<file path="config.mk">
export PLATFORM = sky130hd
export DESIGN_NAME = sweep_sched
export DESIGN_NICKNAME = d
export VERILOG_FILES = /design/src/rtl/sweep_sched.sv
export SDC_FILE = /design/constraint.sdc
export NUM_CORES = 1
export LEC_CHECK = 0
export ABC_CLOCK_PERIOD_IN_PS = 4470
export CAP_MARGIN = 20
export CORE_UTILIZATION = 23
export CTS_CLUSTER_SIZE = 16
export DETAILED_ROUTE_END_ITERATION = 6
export HOLD_SLACK_MARGIN = 0.1
export RECOVER_POWER = 25
export SLEW_MARGIN = 20
export SYNTH_ARGS = -nofsm -noshare
export SYNTH_HDL_FRONTEND = slang
export SYNTH_SLANG_ARGS = --single-unit
</file>
<file path="constraint.sdc">
create_clock -name clk -period 4.47 [get_ports clk]
set_clock_uncertainty 0.2 [all_clocks]
set_input_delay 0.894 -clock clk [delete_from_list [all_inputs] [get_ports clk]]
set_output_delay 0.894 -clock clk [all_outputs]
set_load 0.03 [all_outputs]
</file>
<file path="src/rtl/sweep_sched.sv">
// Frequency-sweep sequencer: loads each DDS frequency point, settles, triggers one
// measurement, then hands the result (or a timeout marker) downstream over valid/ready.
module sweep_sched #(
  parameter int CNT_WIDTH     = 16,
  parameter int SETTLE_WIDTH  = 24,
  parameter int TIMEOUT_WIDTH = 24
) (
  input  logic                     clk,
  input  logic                     rstn,
  input  logic                     cfg_start,
  input  logic                     cfg_abort,
  input  logic [31:0]              cfg_fword_start,
  input  logic [31:0]              cfg_fword_step,
  input  logic [CNT_WIDTH-1:0]     cfg_points,
  input  logic [SETTLE_WIDTH-1:0]  cfg_settle,
  input  logic [TIMEOUT_WIDTH-1:0] cfg_timeout,
  output logic [31:0]              dds_fword,
  output logic                     dds_param_wen,
  output logic                     meas_start,
  input  logic                     meas_done,
  input  logic [31:0]              meas_data,
  output logic                     res_valid,
  input  logic                     res_ready,
  output logic [CNT_WIDTH-1:0]     res_index,
  output logic [31:0]              res_fword,
  output logic [31:0]              res_data,
  output logic                     res_timeout,
  output logic                     busy,
  output logic                     done,
  output logic                     aborted
);
  typedef enum logic [2:0] {IDLE, LOAD, SETTLE, MEAS, WAIT, REPORT} state_t;

  state_t                   state;
  logic [31:0]              lat_step, fword;
  logic [CNT_WIDTH-1:0]     lat_points, idx;
  logic [SETTLE_WIDTH-1:0]  lat_settle, settle_cnt;
  logic [TIMEOUT_WIDTH-1:0] lat_timeout, to_cnt;
  logic                     last_pt;

  assign dds_param_wen = (state == LOAD);
  assign meas_start    = (state == MEAS);
  assign res_valid     = (state == REPORT);
  assign busy          = (state != IDLE);
  assign res_index     = idx;
  assign res_fword     = fword;
  assign last_pt       = (idx == lat_points - CNT_WIDTH'(1));

  always_ff @(posedge clk or negedge rstn) begin
    if (!rstn) begin
      state       <= IDLE;
      lat_step    <= '0;
      lat_points  <= '0;
      lat_settle  <= '0;
      lat_timeout <= '0;
      fword       <= '0;
      idx         <= '0;
      settle_cnt  <= '0;
      to_cnt      <= '0;
      dds_fword   <= '0;
      res_data    <= '0;
      res_timeout <= 1'b0;
      done        <= 1'b0;
      aborted     <= 1'b0;
    end else if (cfg_abort && state != IDLE) begin
      // abort outranks any same-cycle handshake, done or timeout
      state   <= IDLE;
      aborted <= 1'b1;
    end else begin
      case (state)
        IDLE: if (cfg_start) begin
          lat_step    <= cfg_fword_step;
          lat_points  <= cfg_points;
          lat_settle  <= cfg_settle;
          lat_timeout <= cfg_timeout;
          idx         <= '0;
          fword       <= cfg_fword_start;
          aborted     <= 1'b0;
          done        <= (cfg_points == '0);
          if (cfg_points != '0) begin
            dds_fword <= cfg_fword_start;
            state     <= LOAD;
          end
        end
        LOAD: begin
          settle_cnt <= lat_settle;
          state      <= SETTLE;
        end
        SETTLE: begin
          if (settle_cnt == '0) state <= MEAS;
          else settle_cnt <= settle_cnt - SETTLE_WIDTH'(1);
        end
        MEAS: begin
          to_cnt <= lat_timeout;
          state  <= WAIT;
        end
        WAIT: begin
          if (meas_done) begin
            res_data    <= meas_data;
            res_timeout <= 1'b0;
            state       <= REPORT;
          end else if (lat_timeout != '0 && to_cnt == TIMEOUT_WIDTH'(1)) begin
            res_data    <= '0;
            res_timeout <= 1'b1;
            state       <= REPORT;
          end else if (lat_timeout != '0) begin
            to_cnt <= to_cnt - TIMEOUT_WIDTH'(1);
          end
        end
        REPORT: if (res_ready) begin
          if (last_pt) begin
            done  <= 1'b1;
            state <= IDLE;
          end else begin
            // dds_fword follows fword into LOAD so the word is valid on the strobe cycle
            idx       <= idx + CNT_WIDTH'(1);
            fword     <= fword + lat_step;
            dds_fword <= fword + lat_step;
            state     <= LOAD;
          end
        end
        default: state <= IDLE;
      endcase
    end
  end
endmodule

</file>
==> impl_metrics.json <==
{
  "fmax_mhz": 270,
  "power_density_nw_per_um2": 785,
  "coreArea_um2": 60200,
  "gr-total-overflow": 0,
  "rsz0062_at_grt": "no",
  "yosys.area_share.simple_pct": 20.3,
  "status": "complete, but fails checks",
  "synth_seq_cells": 262,
  "power_frac_comb_pct": 50.9,
  "hold_path_class": "flip-flop to flip-flop",
  "yosysTopAreaCell": "dfrtp_1",
  "cts_setup_buffers": 0,
  "drc_errors": 0,
  "tightestPinTransition_ns": 2.60,
  "swShare_pct": 43.7,
  "crit_fanout": 5,
  "fin_cells": 2620,
  "dpl-instance-area_um2": 17700,
  "end_kind": "flip-flop",
  "required_ns": 4.73,
  "vdd_ir_drop_max_mv": 0.361,
  "min_period_ns": 3.70,
  "grt_pass1_wl_mm": 71.9,
  "synth-seq-area-share_pct": 46.8,
  "via_count": 12600,
  "synth.area.top_cells": "dfrtp_1 (47%), nand2_1 (10%), mux2_2 (4.2%)",
  "rr_worst_depth": 9,
  "ys_warn_count": 0,
  "min-delay-start": "lat_settle[3]",
  "ant_nets": 0,
  "clock_path_buffers": 3,
  "layout_setup_ws_ns": 0.770,
  "cts_tree": "yes",
  "finalSetupViolCount": 0,
  "dieArea_um2": 61800,
  "hpwl_mm": 32.6,
  "crit_arrival_ns": 3.96,
  "netlist_area_um2": 14000,
  "violations": "capacitance limit, slew limit",
  "synth_top_flop_cell": "dfrtp_1",
  "ioPinCount": 285,
  "cts_root_buffer": "clkbuf_16",
  "whs_path_depth": 2,
  "path_clk_slew_ns": 0.06,
  "cts.sinks": 262,
  "synth_top_family_by_area": "simple AND/OR/NAND/NOR gates",
  "fin_tns_setup_ns": 0,
  "r2r_setup_slack_ns": 0.77,
  "nets": 2018,
  "power_leakage_nw": 8.18,
  "pwr-share-clk_pct": 19.4,
  "initial_core_util_pct": 23.2,
  "synth_compound_area_share_pct": 18.1,
  "avgSynthCellArea_um2": 9.01,
  "syn_nets": 1757,
  "grt_use_total_pct": 14.5,
  "syn_inst": 1554,
  "slew_violations": 95,
  "die_h_um": 249,
  "grt_pass1_vias": 12800,
  "wire_per_inst_um": 17.4,
  "r2r-end": "res_fword[25]",
  "holdWs_ns": 0.284,
  "cts_resized": 0,
  "cp_slowest_cell": "a32oi_1",
  "seq_power_share_pct": 29.8,
  "max-cap-violations": 1,
  "synth_mux_area_share_pct": 5.80,
  "port_buffers": 284,
  "p_total_mw": 14.8,
  "synth-edff-count": 0,
  "synth-async-reset-ratio_pct": 100,
  "critPathKind": "flip-flop to flip-flop",
  "whs_endpoint": "lat_settle[3]",
  "reg2reg_from": "res_fword[1]",
  "dp_cells": 2561,
  "clk_latency_ns": 0.54,
  "synth_fa_ha_area_share_pct": 3.36,
  "drt_iter0_drc": 775,
  "final_util_pct": 31.3,
  "cts_max_level": 2,
  "gp_congestion": 0.852,
  "diodes": 0,
  "via_per_inst": 4.81,
  "p_int_mw": 8.33,
  "synth_top_area_share_pct": 46.8,
  "crit_chain": "ha_1, a211oi_1, o211ai_1, a32oi_1, a211oi_1, o21a_1, o21a_1, o311ai_0, mux2_2",
  "start_kind": "flip-flop",
  "cpPeakStageDelay_ns": 0.58,
  "synthToLayoutAreaGrowth_pct": 34.8,
  "max_slew_margin_pct": -73.0,
  "wl_mm": 45.5,
  "rows": 90,
  "synthXorXnorAreaFrac_pct": 2.13,
  "die_x_um": 249,
  "ctsHoldBuffers": 0,
  "stdcell_area_um2": 18900,
  "synthDistinctLibCells": 77,
  "power_switching_mw": 6.48,
  "drive_gt1_share_pct": 8.32,
  "first_pass_iters": 5,
  "cts_inserted_buffers": 34,
  "preCtsSetupSlack_ns": 0.831,
  "hold_viol": 0,
  "grt_antenna_before_repair": 3,
  "grt_max_degree": 97,
  "fin_crit_sh_pct": 82.8
}
cells in the mapped netlist, types with 6 or more instances:
library cell  count
and2_1            8
nor2_1           72
dfrtp_1         262
o2bb2ai_1         7
a22oi_1           9
nand2b_1          8
a31oi_1           8
nor2b_1           8
xor2_1           16
nor3_1           48
o21ai_0         103
o211ai_1          8
o22ai_1           7
a21o_1           23
mux2i_1          17
nand2_1         374
nor4_1           26
a21oi_1          99
o21a_1           13
or3_1            15
o31ai_1          12
inv_1            40
a211oi_1         11
mux2_2           52
clkbuf_1         68
xnor2_1          18
or4_1            10
and3_1            9
ha_1             36
buf_2             6
a22o_1           32
a32oi_1           8
o311ai_0          7
nand3_1          28
nand4_1           9
cells in the final DEF (no fill, tap or decap), types with 28 or more instances in the layout:
cell type,n
a21oi_1,99
a22o_1,32
clkbuf_16,35
clkdlybuf4s50_1,282
dfrtp_1,262
ha_1,36
inv_1,40
mux2_2,52
nand2_1,372
nand3_1,28
nor2_1,72
nor3_1,48
o21ai_0,103
how the worst max path moves through the flow:
stage | depth (start not counted) | to | start
after floorplan | 11 | res_fword[30] | res_fword[0]
after global placement | 9 | res_fword[25] | res_fword[1]
after detailed placement | 9 | res_fword[29] | res_fword[1]
after CTS | 9 | res_fword[25] | res_fword[1]
after global routing | 9 | res_fword[25] | res_fword[1]
final | 9 | res_fword[25] | res_fword[1]
power groups by stage:
stage / Combinational (mW) / Sequential (mW) / Clock [mW]
global route: 8.25 / 4.57 / 3.05
detailed placement: 7.53 / 4.43 / 0
CTS: 7.57 / 4.42 / 2.96
floorplan: 4.26 / 5.02 / 0
finish: 7.53 / 4.41 / 2.87
global placement: 7.41 / 4.41 / 0
critical path: cells and delay by family, from the launching register on:
| family | cells | cell delay [ns] |
|---|---|---|
| AOI/OAI and AO/OA | 7 | 2.44 |
| DFF | 1 | 0.42 |
| adders and majority gates | 1 | 0.33 |
| muxes | 1 | 0.24 |
layer usage:
metal,wire length (um),share of wire [%],global-route usage (%),up-vias
met4,1210,2.7,4.76,4
met3,2950,6.5,3.71,75
met2,19800,44,22.2,371
met1,21500,47,19.9,6101
li1,-,-,-,6056
met5,27,0.059,0,-
sequential cells by signal, summed over array words and instances, names as in the netlist, 24 cells and up:
name,flops
settle_cnt,24
to_cnt,24
lat_settle,24
res_data,32
dds_fword,32
lat_step,32
lat_timeout,24
res_fword,32
cell families (layout without fill, tap and decap cells):
family | count (synthesis) | after routing
AOI/OAI and AO/OA | 388 | 388
xor gates and xnor gates | 34 | 34
adders and majority gates | 37 | 37
buffers and inverters | 122 | 406
DFF | 262 | 262
muxes | 74 | 74
and+or+nand+nor | 637 | 637
final cells by class:
type | count | area, um2
inverter | 40 | 150
clock buffer | 40 | 905
sequential | 262 | 6560
fill | 6261 | 41400
tap | 782 | 978
clock inverter | 19 | 248
multi-input combinational | 1170 | 6980
timing repair buffer | 307 | 3050
(Power assumes the default switching activity.)
